### config.mk
export PLATFORM = sky130hd
export DESIGN_NAME = seq_shift_add_mult_flat
export DESIGN_NICKNAME = d
export VERILOG_FILES = /design/src/rtl/seq_shift_add_mult_pkg.sv /design/src/rtl/seq_shift_add_mult_if.sv /design/src/rtl/seq_shift_add_mult_ctrl.sv /design/src/rtl/seq_shift_add_mult.sv /design/src/flat_wrapper.sv
export SDC_FILE = /design/constraint.sdc
export NUM_CORES = 1
export LEC_CHECK = 0
export CORE_ASPECT_RATIO = 0.5
export CORE_UTILIZATION = 50
export DETAILED_ROUTE_END_ITERATION = 16
export PLACE_DENSITY = 0.74
export SYNTH_ARGS = -nofsm -noshare
export SYNTH_HDL_FRONTEND = slang
export SYNTH_SLANG_ARGS = --single-unit
### constraint.sdc
create_clock -name clk -period 4.6 [get_ports clk]
set_input_delay 1.38 -clock clk [delete_from_list [all_inputs] [get_ports clk]]
set_output_delay 1.38 -clock clk [all_outputs]
set_load 0.01 [all_outputs]
### src/rtl/seq_shift_add_mult_pkg.sv
// Shared types and constants for the sequential shift-add multiplier.
// Build option: MULT_SIGNED_EN selects two's-complement operands/result.
package mult_pkg;

  localparam logic [1:0] ENC_IDLE  = 2'd0;
  localparam logic [1:0] ENC_ACCUM = 2'd1;
  localparam logic [1:0] ENC_DONE  = 2'd2;

  localparam int unsigned STATE_O_W = 4;

  typedef enum logic [1:0] {
    ST_IDLE  = ENC_IDLE,
    ST_ACCUM = ENC_ACCUM,
    ST_DONE  = ENC_DONE
  } mult_state_e;

  // Zero-extend the state encoding onto the debug port width.
  function automatic logic [STATE_O_W-1:0] state_dbg(input mult_state_e s);
    return STATE_O_W'(s);
  endfunction

endpackage

### src/rtl/seq_shift_add_mult_if.sv
// Operand/result bus of the multiplier; master drives requests, slave returns results.
interface seq_shift_add_mult_if
  import mult_pkg::*;
#(
  parameter int unsigned W = 4
);
  logic                 start_i;
  logic [W-1:0]         a_i;
  logic [W-1:0]         b_i;
  logic [2*W-1:0]       y_o;
  logic                 done_o;
  logic                 busy_o;
  logic [STATE_O_W-1:0] state_o;

  modport master (
    output start_i, a_i, b_i,
    input  y_o, done_o, busy_o, state_o
  );

  modport slave (
    input  start_i, a_i, b_i,
    output y_o, done_o, busy_o, state_o
  );
endinterface

### src/rtl/seq_shift_add_mult_ctrl.sv
// Control FSM and iteration counter: IDLE -> ACCUM (W cycles) -> DONE -> IDLE.
module mult_seq_ctrl
  import mult_pkg::*;
#(
  parameter int unsigned W = 4,
  localparam int unsigned CNT_W = $clog2(W + 1)
) (
  input  logic             clk,
  input  logic             rst,
  input  logic             start,
  output mult_state_e      state,
  output logic [CNT_W-1:0] cnt,
  output logic             load,
  output logic             last
);

  localparam logic [CNT_W-1:0] CNT_LAST = CNT_W'(W - 1);

  mult_state_e state_nxt;

  // State register.
  always_ff @(posedge clk) begin
    if (rst) state <= ST_IDLE;
    else     state <= state_nxt;
  end

  // Iteration counter: cleared on accept, advanced once per ACCUM cycle.
  always_ff @(posedge clk) begin
    if (rst)                     cnt <= '0;
    else if (load)               cnt <= '0;
    else if (state == ST_ACCUM)  cnt <= cnt + CNT_W'(1);
  end

  // Next-state and strobe decode; unused encoding falls back to IDLE.
  always_comb begin
    state_nxt = ST_IDLE;
    load      = 1'b0;
    last      = 1'b0;
    case (state)
      ST_IDLE: begin
        if (start) begin
          load      = 1'b1;
          state_nxt = ST_ACCUM;
        end
      end
      ST_ACCUM: begin
        if (cnt == CNT_LAST) begin
          last      = 1'b1;
          state_nxt = ST_DONE;
        end else begin
          state_nxt = ST_ACCUM;
        end
      end
      ST_DONE: state_nxt = ST_IDLE;
      default: state_nxt = ST_IDLE;
    endcase
  end

endmodule

### src/rtl/seq_shift_add_mult.sv
// Sequential W x W -> 2W shift-add multiplier, one multiplier bit per clock.
// Build option: MULT_SIGNED_EN (two's-complement operands and result).
module seq_shift_add_mult
  import mult_pkg::*;
#(
  parameter int unsigned W = 4
) (
  input logic                 clk,
  input logic                 rst,
  seq_shift_add_mult_if.slave bus
);

  localparam int unsigned CNT_W = $clog2(W + 1);
`ifdef MULT_SIGNED_EN
  localparam int unsigned MAG_W = W + 1;
`else
  localparam int unsigned MAG_W = W;
`endif

  mult_state_e      state;
  logic [CNT_W-1:0] cnt;
  logic             load;
  logic             last;

  logic [MAG_W-1:0] a_reg;
  logic [W-1:0]     b_reg;
  logic [2*W-1:0]   acc;
  logic [2*W-1:0]   acc_nxt;
  logic [2*W-1:0]   y_reg;
  logic [2*W-1:0]   y_fin;
  logic             done_reg;
  logic             mbit;
  logic [MAG_W-1:0] a_mag_in;
  logic [W-1:0]     b_mag_in;

  mult_seq_ctrl #(.W(W)) u_ctrl (
    .clk   (clk),
    .rst   (rst),
    .start (bus.start_i),
    .state (state),
    .cnt   (cnt),
    .load  (load),
    .last  (last)
  );

`ifdef MULT_SIGNED_EN
  logic       neg;
  logic [W:0] a_sx;

  // Magnitudes of the operands; a uses one extra bit so the most-negative value survives.
  always_comb begin
    a_sx     = {bus.a_i[W-1], bus.a_i};
    a_mag_in = a_sx[W] ? (~a_sx + MAG_W'(1)) : a_sx;
    b_mag_in = bus.b_i[W-1] ? (~bus.b_i + W'(1)) : bus.b_i;
    y_fin    = neg ? (~acc_nxt + (2*W)'(1)) : acc_nxt;
  end

  // Result sign, captured with the operands.
  always_ff @(posedge clk) begin
    if (rst)       neg <= 1'b0;
    else if (load) neg <= bus.a_i[W-1] ^ bus.b_i[W-1];
  end
`else
  // Unsigned build: operands pass straight through.
  always_comb begin
    a_mag_in = bus.a_i;
    b_mag_in = bus.b_i;
    y_fin    = acc_nxt;
  end
`endif

  // One partial product per cycle: add a shifted by cnt when multiplier bit cnt is set.
  always_comb begin
    mbit    = |(b_reg & (W'(1) << cnt));
    acc_nxt = mbit ? (acc + ((2*W)'(a_reg) << cnt)) : acc;
  end

  // Operand capture, accumulation and registered result/done.
  always_ff @(posedge clk) begin
    if (rst) begin
      a_reg    <= '0;
      b_reg    <= '0;
      acc      <= '0;
      y_reg    <= '0;
      done_reg <= 1'b0;
    end else begin
      done_reg <= last;
      if (load) begin
        a_reg <= a_mag_in;
        b_reg <= b_mag_in;
        acc   <= '0;
      end else if (state == ST_ACCUM) begin
        acc <= acc_nxt;
      end
      if (last) y_reg <= y_fin;
    end
  end

  assign bus.y_o     = y_reg;
  assign bus.done_o  = done_reg;
  assign bus.busy_o  = (state != ST_IDLE);
  assign bus.state_o = state_dbg(state);

endmodule

### src/flat_wrapper.sv
// flat-port wrapper written by rule: the top's interface ports become plain ports
module seq_shift_add_mult_flat import mult_pkg::*;
#(
  parameter int unsigned W = 4
)
  (clk, rst, bus_start_i, bus_a_i, bus_b_i, bus_y_o, bus_done_o, bus_busy_o, bus_state_o);
  seq_shift_add_mult_if #(.W(W)) bus_i ();
  input logic clk;
  input logic rst;
  input wire logic [$bits(bus_i.start_i)-1:0] bus_start_i;
  input wire logic [$bits(bus_i.a_i)-1:0] bus_a_i;
  input wire logic [$bits(bus_i.b_i)-1:0] bus_b_i;
  output wire logic [$bits(bus_i.y_o)-1:0] bus_y_o;
  output wire logic [$bits(bus_i.done_o)-1:0] bus_done_o;
  output wire logic [$bits(bus_i.busy_o)-1:0] bus_busy_o;
  output wire logic [$bits(bus_i.state_o)-1:0] bus_state_o;
  assign bus_i.start_i = bus_start_i;
  assign bus_i.a_i = bus_a_i;
  assign bus_i.b_i = bus_b_i;
  assign bus_y_o = bus_i.y_o;
  assign bus_done_o = bus_i.done_o;
  assign bus_busy_o = bus_i.busy_o;
  assign bus_state_o = bus_i.state_o;
  seq_shift_add_mult #(.W(W)) u_core (.clk(clk), .rst(rst), .bus(bus_i));
endmodule
==> flow_summary_export.csv, run 1 <==
group,metric,value,unit
floorplanning,die_w,84.6,µm
yosys,synth.largest_area_cell,"dfxtp_1",
sta,grt_setup_unrepaired,"no",
yosys,synth_edf_count,0,
worst_setup_path,cp-endpoint,"u_core.acc[7]",
worst_hold_path,hold_start,"u_core.bus.y_o[1]",
cts,postCtsResizedCells,0,
grt,grt_max_degree,18,
worst_setup_path,start_kind,"register",
cts,clkLatencyLatePin,0.27,ns
route,first_pass_iters,6,
route,wl_per_cell,14.3,µm
floorplanning,core,3120,µm²
route,drt_iter0_drc,90,
layout,antenna_cells,0,
worst_setup_path,worst_ep_required_time,4.80,ns
worst_setup_path,endpoint_kind,"register",
floorplanning,dieHeight,43.3,µm
yosys,ys_seq_elements,29,
pwr,ir_drop,0.216,mV
cts,htree_levels,2,
grt,grt.overflow.total,0,
worst_setup_path,critPathBufInv,0,
sta,maxSlewViolCount,0,
placement,dp_cells,255,
floorplanning,start_util,54.7,%
grt,grt_usage,22.4,%
sta,finalSetupViolations,0,
yosys,synth_area,1710,µm²
worst_setup_path,reg2reg_from,"u_core.u_ctrl.cnt[0]",
placement,hpwl,2.79,mm
floorplanning,die-area,3660,µm²
route,wirelength,3.74,mm
yosys,async_reset_ff_share,0,%
cts,clk_path_buf_depth,2,
sta,period_needed,3.02,ns
route,antenna_left,0,
sta,skew,0.00246,ns
sta,final_hold_viol_count,0,
cts,cts_tree,"built",
layout,area_growth,16.9,%
worst_setup_path,rr_worst_depth,8,
route,vias,1481,
cts,path_clk_slew,0.06,ns
placement,gp_congestion,0.833,
worst_setup_path,crit_type,"reg -> reg",
placement,io_buffers,22,
layout,drive_gt1_share,6.76,%
yosys,avgSynthCellArea,8.36,µm²
yosys,yosysMostFrequentCell,"dfxtp_1",
yosys,synth_top_area_share,34.0,%
yosys,yosysSeqAreaShare,34.0,%
status,status,"finished clean",
yosys,yosysUniqueCellTypes,46,
cts,cts.sinks,29,
worst_setup_path,r2r-end,"u_core.acc[7]",
cts,root_buffer,"clkbuf_8",
layout,fin_nets,247,
layout,instances_no_fill,262,
yosys,synth_flop_cell,"dfxtp_1",
yosys,yosys_warnings,0,
worst_setup_path,cp_slowest_cell,"dfxtp_1",
yosys,synth.area.top_cells,"dfxtp_1 34%, ha_1 9.5%, mux2i_1 7.0%, nand2_1 6.2%, nor2_1 4.6%",
yosys,syn_inst,204,
worst_hold_path,hold_class,"reg -> reg",
floorplanning,rows,14,
cts,cts_hold_buf,0,
route,drcViolationCount,0,
worst_setup_path,crit_arrival,3.22,ns
cts,post_cts_buffers,0,
layout,n_fill_cell,262,
sta,worst_pin_slew,0.873,ns
sta,tns,0,ns
sta,slew_headroom,41.4,%
worst_setup_path,worstSetupPathDepth,8,
sta,period_share,65.7,%
pwr,powerDensity,271,nW/µm²
floorplanning,pin_count,25,
cts,cts_inserted_buffers,5,
worst_setup_path,worstPathCellList,"mux4_2 -> and2_2 -> ha_1 -> nand2_1 -> a211o_4 -> and3_2 -> or4_1 -> a21oi_1",
route,viasPerCell,5.65,
worst_setup_path,slowest_delay,0.59,ns
worst_setup_path,cpLargestDelayFamily,"simple AND/OR/NAND/NOR gates",
grt,antenna_found_initial,0,
pwr,power.leakage,0.000751,µW
worst_setup_path,crit_fanout,10,
flow_run,drv_cap,0,
worst_setup_path,crit_start,"u_core.u_ctrl.cnt[0]",
worst_setup_path,reg2reg_slack,1.58,ns
grt,grt_pass1_wl,6.11,mm
yosys,synth_commonest_cells,"29 x dfxtp_1, 28 x nand2_1, 21 x nor2_1, 14 x a21oi_1, 13 x ha_1",
sta,fmax,331,MHz
grt,grt_pass1_vias,1286,
[area by class of cell]
cell class / count / area [µm²] / share of cell area [%]
clock buffers: 7 / 86.3 / 4.33
flip-flops and latches: 29 / 581 / 29.1
well taps: 40 / 50.0 / 2.51
inverters: 12 / 45.0 / 2.26
repair buffers: 22 / 220 / 11.0
multi-input cells: 152 / 1010 / 50.8
[cells by family after synthesis]
family | Yosys count | synth area share, %
compound gates | 47 | 17.9
xor+xnor | 4 | 2.05
fa+ha+maj | 14 | 10.7
buf+inv | 24 | 6.82
flops | 29 | 34.0
mux | 14 | 9.02
other cells | 1 | 0.220
simple gates | 71 | 19.2
[cells in the final DEF (no fill, tap or decap), types with 2 or more instances in the layout]
| cell | count |
|---|---|
| o31ai_1 | 2 |
| clkbuf_8 | 6 |
| xnor2_1 | 2 |
| or4_1 | 3 |
| a311oi_1 | 2 |
| clkdlybuf4s50_1 | 22 |
| nand2_1 | 28 |
| a211oi_1 | 2 |
| nor3_1 | 2 |
| nor2b_1 | 2 |
| o21ai_0 | 6 |
| nand3_1 | 3 |
| dfxtp_1 | 29 |
| nor2_1 | 21 |
| conb_1 | 2 |
| inv_1 | 11 |
| o21ai_1 | 5 |
| mux2i_1 | 12 |
| nor4b_1 | 2 |
| ha_1 | 13 |
| and2_1 | 3 |
| a31oi_1 | 6 |
| a21oi_1 | 14 |
| xor2_1 | 2 |
[metal layers]
layer	up-vias	GRT usage [%]	share of wire [%]
met3	2	6.81	4.7
met4	0	2.37	0.43
met5	-	0	0
met2	36	35.0	43
met1	696	31.5	52
li1	747	-	-
[power breakdown]
| part | internal, µW | switching [µW] | total (µW) |
|---|---|---|---|
| sequential | 258 | 8.34 | 266 |
| clock | 118 | 90.6 | 209 |
| combinational | 29.9 | 35.7 | 65.6 |
[stage by stage]
stage / total power (µW) / hold WS (ns) / utilization, % / setup WS (ns) / instance area (µm²)
final: 541 / 0.474 / 64.0 / 1.58 / 1990
after global routing: 563 / 0.504 / 64.0 / 1.41 / 1990
after CTS: 540 / 0.475 / 64.0 / 1.58 / 1990
after detailed placement: 336 / 0.462 / 61.2 / 1.41 / 1910
after global placement: 335 / 0.444 / 61.2 / 1.48 / 1910
after floorplan: 318 / 0.450 / - / 1.85 / 1710
[worst min-delay path by stage]
stage | depth (start not counted) | slack [ns] | to
6_report | 2 | 0.47 | u_core.bus.y_o[1]
3_3_place_gp | 2 | 0.44 | u_core.bus.y_o[1]
4_1_cts | 2 | 0.47 | u_core.bus.y_o[1]
5_1_grt | 2 | 0.50 | u_core.acc[6]
3_5_place_dp | 2 | 0.46 | u_core.bus.y_o[1]
2_1_floorplan | 2 | 0.45 | u_core.acc[6]
[tightest hold or removal path, delay by kind of cell (launching register included)]
family           cells  cell delay [ns]
AO/OA/AOI/OAI        1             0.06
AND/OR/NAND/NOR      1             0.05
flip-flops           1             0.31
(Power assumes the default switching activity.)
==> run 2: changes to the inputs <==
- CORE_UTILIZATION: 50 -> 48
- PLACE_DENSITY: 0.74 -> 0.75
- clock period: 4.6 -> 2.7 ns (I/O delays scaled with it)
==> flow_summary_export.csv, run 2 (synthesis gave the netlist of run 1 again) <==
group,metric,value,unit
status,status,"finished clean",
worst_setup_path,endpoint_kind,"register",
grt,antenna_found_initial,0,
layout,instances_no_fill,285,
placement,dp_cells,276,
worst_setup_path,start_kind,"register",
grt,grt_pass1_wl,6.96,mm
placement,hpwl,3.05,mm
sta,worst_pin_slew,0.550,ns
sta,grt_setup_unrepaired,"yes",
route,first_pass_iters,5,
floorplanning,pin_count,25,
route,drt_iter0_drc,91,
sta,skew,0.00446,ns
layout,antenna_cells,0,
placement,gp_congestion,0.869,
sta,tns,0,ns
route,viasPerCell,5.45,
sta,period_needed,2.62,ns
layout,fin_nets,262,
layout,n_fill_cell,276,
worst_setup_path,crit_start,"u_core.u_ctrl.cnt[0]",
cts,cts_tree,"built",
grt,grt_pass1_vias,1427,
grt,grt.overflow.total,0,
worst_setup_path,crit_fanout,4,
worst_setup_path,r2r-end,"u_core.acc[7]",
floorplanning,die_w,86.3,µm
route,wirelength,4.28,mm
worst_setup_path,crit_arrival,2.84,ns
worst_setup_path,crit_type,"reg -> reg",
worst_hold_path,hold_class,"reg -> reg",
cts,path_clk_slew,0.06,ns
route,vias,1553,
route,drcViolationCount,0,
worst_hold_path,hold_start,"u_core.bus.y_o[0]",
sta,period_share,96.9,%
floorplanning,start_util,53.5,%
sta,maxSlewViolCount,0,
floorplanning,rows,14,
layout,area_growth,28.1,%
flow_run,drv_cap,0,
pwr,finalPower,959,µW
layout,drive_gt1_share,16.9,%
sta,finalSetupViolations,0,
layout,final_cell_mix,"28 x nand2_1, 28 x dfxtp_1, 22 x clkdlybuf4s50_1, 21 x nor2_1, 15 x buf_4",
cts,htree_levels,2,
route,wl_per_cell,15.0,µm
grt,grt_usage,25.2,%
worst_setup_path,worst_ep_required_time,2.92,ns
pwr,ir_drop,0.327,mV
worst_setup_path,reg2reg_from,"u_core.u_ctrl.cnt[0]",
route,antenna_left,0,
cts,cts_hold_buf,0,
sta,slew_headroom,63.3,%
cts,cts.sinks,29,
worst_hold_path,min_delay_path_depth,2,
placement,io_buffers,22,
pwr,power.leakage,0.000820,µW
sta,final_hold_viol_count,0,
sta,fin_ws,0.0839,ns
floorplanning,dieHeight,44.2,µm
floorplanning,core,3190,µm²
sta,fmax,382,MHz
cts,root_buffer,"clkbuf_8",
placement,dp_slack,0.000933,ns
cts,cts_inserted_buffers,5,
cts,clkLatencyLatePin,0.28,ns
worst_setup_path,rr_worst_depth,8,
pwr,powerDensity,439,nW/µm²
worst_hold_path,min_to,"u_core.bus.y_o[0]",
worst_setup_path,reg2reg_slack,0.08,ns
cts,clk_path_buf_depth,2,
grt,grt_max_degree,17,
floorplanning,die-area,3810,µm²
-- run 2: area by class of cell --
class                           instances  area [µm²]  share of cell area, %
Clock buffer                            7        86.3                   3.95
Inverter                               12        45.0                   2.06
Multi-Input combinational cell        152        1080                   49.3
Sequential cell                        29         584                   26.7
Tap cell                               48        60.1                   2.75
Timing Repair Buffer                   37         333                   15.2
-- run 2: per-stage QoR --
step | hold slack (ns) | cell area, µm² | utilization (%)
floorplan | 0.450 | 1720 | -
global placement | 0.442 | 2030 | 63.6
detailed placement | 0.472 | 2030 | 63.6
CTS | 0.476 | 2130 | 66.8
global route | 0.503 | 2180 | 68.5
finish | 0.492 | 2180 | 68.5
-- run 2: worst max path at each step --
stage               endpoint  cells past startpoint
6_report       u_core.acc[7]                      8
5_1_grt        u_core.acc[6]                     11
3_5_place_dp   u_core.acc[6]                     13
2_1_floorplan  u_core.acc[7]                      9
3_3_place_gp   u_core.acc[7]                      8
4_1_cts        u_core.acc[7]                     10
-- run 2: worst max-delay path, stage by stage (launching register included) --
cell	delay, ns
dfxtp_4	0.37
mux4_2	0.51
and2_2	0.23
ha_4	0.26
nand2_1	0.06
a211o_4	0.32
and3_2	0.20
or4_1	0.46
a21oi_1	0.14
-- run 2: timing repair --
| item | CTS | global route |
|---|---|---|
| pin swaps | 1 | 5 |
| endpoints found under the setup margin | 3 | 4 |
| resized for setup | 2 | 10 |
| setup buffers | 1 | 1 |
-- run 2: per-layer routing --
metal | routed length (µm) | track usage, % | share of wire [%] | up-vias
li1 | - | - | - | 770
met1 | 2100 | 32.6 | 49 | 723
met2 | 1900 | 41.9 | 44 | 53
met3 | 230 | 6.34 | 5.4 | 7
met4 | 53 | 8.67 | 1.2 | 0
met5 | 0 | 0 | 0 | -
-- run 2: power breakdown --
| part | internal, µW | total [µW] | switching [µW] |
|---|---|---|---|
| logic | 70.9 | 143 | 71.6 |
| clock network | 202 | 365 | 163 |
| registers | 439 | 452 | 12.9 |
| total | 712 | 959 | 247 |
==> run 3: changes to the inputs <==
- CELL_PAD_IN_SITES_DETAIL_PLACEMENT: unset -> 1
- CELL_PAD_IN_SITES_GLOBAL_PLACEMENT: unset -> 2
- CORE_MARGIN: unset -> 4
- CORE_UTILIZATION: 48 -> 29
- PLACE_DENSITY: 0.75 -> unset
- PLACE_DENSITY_LB_ADDON: unset -> 0.1
==> flow_summary_export.csv, run 3 (synthesis gave the netlist of run 1 again) <==
group,metric,value,unit
layout,fin_nets,265,
cts,clkLatencyLatePin,0.28,ns
floorplanning,dieHeight,62.2,µm
layout,n_fill_cell,650,
sta,maxSlewViolCount,0,
layout,antenna_cells,0,
route,wl_per_cell,15.5,µm
route,drcViolationCount,0,
layout,area_growth,35.4,%
layout,final_util,41.3,%
placement,io_buffers,22,
worst_setup_path,crit_type,"reg -> reg",
status,status,"finished clean",
grt,antenna_found_initial,0,
floorplanning,rows,19,
route,vias,1547,
sta,fmax,372,MHz
layout,seqCellArea,586,µm²
cts,cts_inserted_buffers,5,
pwr,finalPower,1250,µW
cts,cts.sinks,29,
grt,grt_pass1_wl,8.03,mm
route,wirelength,4.87,mm
sta,grt_setup_unrepaired,"yes",
grt,grt_max_degree,17,
layout,final_cell_mix,"27 x nand2_1, 27 x dfxtp_1, 22 x clkdlybuf4s50_1, 21 x nor2_1, 18 x buf_4",
route,drt_iter0_drc,92,
worst_hold_path,hold_class,"reg -> reg",
grt,grt.overflow.total,0,
flow_run,drv_cap,0,
floorplanning,die_w,116,µm
placement,place_area,2080,µm²
sta,period_needed,2.69,ns
route,antenna_left,0,
pwr,ir_drop,0.199,mV
cts,cts_hold_buf,0,
route,viasPerCell,4.93,
route,first_pass_iters,4,
worst_setup_path,start_kind,"register",
cts,htree_levels,2,
placement,hpwl,3.79,mm
placement,dp_slack,-0.0276,ns
layout,multi_input_area,1060,µm²
cts,cts_tree,"built",
sta,finalSetupViolations,0,
pwr,power.leakage,0.000886,µW
floorplanning,start_util,30.5,%
floorplanning,die-area,7250,µm²
worst_setup_path,crit_arrival,2.90,ns
floorplanning,pin_count,25,
sta,fin_ws,0.0131,ns
sta,final_hold_viol_count,0,
sta,fin_hold_ws,0.465,ns
layout,final_cell_area,2310,µm²
cts,clk_path_buf_depth,2,
worst_setup_path,endpoint_kind,"register",
placement,gp_congestion,0.839,
grt,grt_usage,14.3,%
grt,grt_pass1_vias,1558,
cts,path_clk_slew,0.05,ns
worst_setup_path,crit_fanout,5,
floorplanning,core,5590,µm²
worst_setup_path,worst_ep_required_time,2.91,ns
sta,skew,0.00676,ns
sta,period_share,99.5,%
pwr,powerDensity,542,nW/µm²
cts,root_buffer,"clkbuf_16",
layout,drive_gt1_share,18.3,%
run 3: changes by cell type in the layout (fill, tap and decap cells not counted), moves of 2 or more:
| cell | previous run | this run |
|---|---|---|
| buf_4 | 15 | 18 |
| clkbuf_16 | 0 | 5 |
| clkbuf_8 | 6 | 1 |
| ha_1 | 9 | 11 |
run 3: cell type report:
| cell class | instances | share of cell area (%) |
|---|---|---|
| tap | 73 | 3.95 |
| sequential | 29 | 25.4 |
| inverter | 12 | 2.00 |
| timing repair buffer | 40 | 15.4 |
| clock inverter | 1 | 1.30 |
| clock buffer | 7 | 6.18 |
| multi-input combinational | 152 | 45.8 |
run 3: path summary, 6_finish.rpt:
check | start | to | slack (ns) | cells after the start
min reg2reg | u_core.bus.y_o[1] | u_core.bus.y_o[1] | 0.46 | 2
min | u_core.bus.y_o[1] | u_core.bus.y_o[1] | 0.46 | 2
max | u_core.u_ctrl.cnt[0] | u_core.acc[7] | 0.01 | 10
max reg2reg | u_core.u_ctrl.cnt[0] | u_core.acc[7] | 0.01 | 10
run 3: layer usage:
layer | part of all wire (%) | vias up | global-route usage (%)
met5 | 0 | - | 0
met4 | 1.8 | 0 | 4.34
met3 | 3.3 | 13 | 4.17
met2 | 40 | 29 | 19.4
met1 | 54 | 727 | 21.3
li1 | - | 778 | -
run 3: stage by stage:
step | TNS (ns) | std cells
2_1_floorplan | 0 | 205
3_3_place_gp | 0 | 304
3_5_place_dp | -0.0357 | 304
4_1_cts | -0.0000593 | 312
5_1_grt | -0.0659 | 314
6_report | 0 | 314
run 3: power breakdown:
part	internal (µW)	leakage (µW)	switching, µW
Combinational	71.5	0.000565	74.3
Clock	460	0.0000841	195
Sequential	440	0.000237	12.0
run 3: repair_timing:
item,CTS,global route
buffers inserted,0,2
pin swaps,0,3
endpoints found under the setup margin,4,4
gates cloned,0,0
gates resized for setup,2,10
run 3: worst max-delay path: stages (launching register included):
cell	delay, ns
dfxtp_4	0.37
mux2i_1	0.26
nor2_1	0.07
a31oi_1	0.16
o22ai_1	0.12
ha_1	0.39
nand2_1	0.09
a211o_4	0.32
and3_2	0.21
or4_1	0.49
a21oi_2	0.14
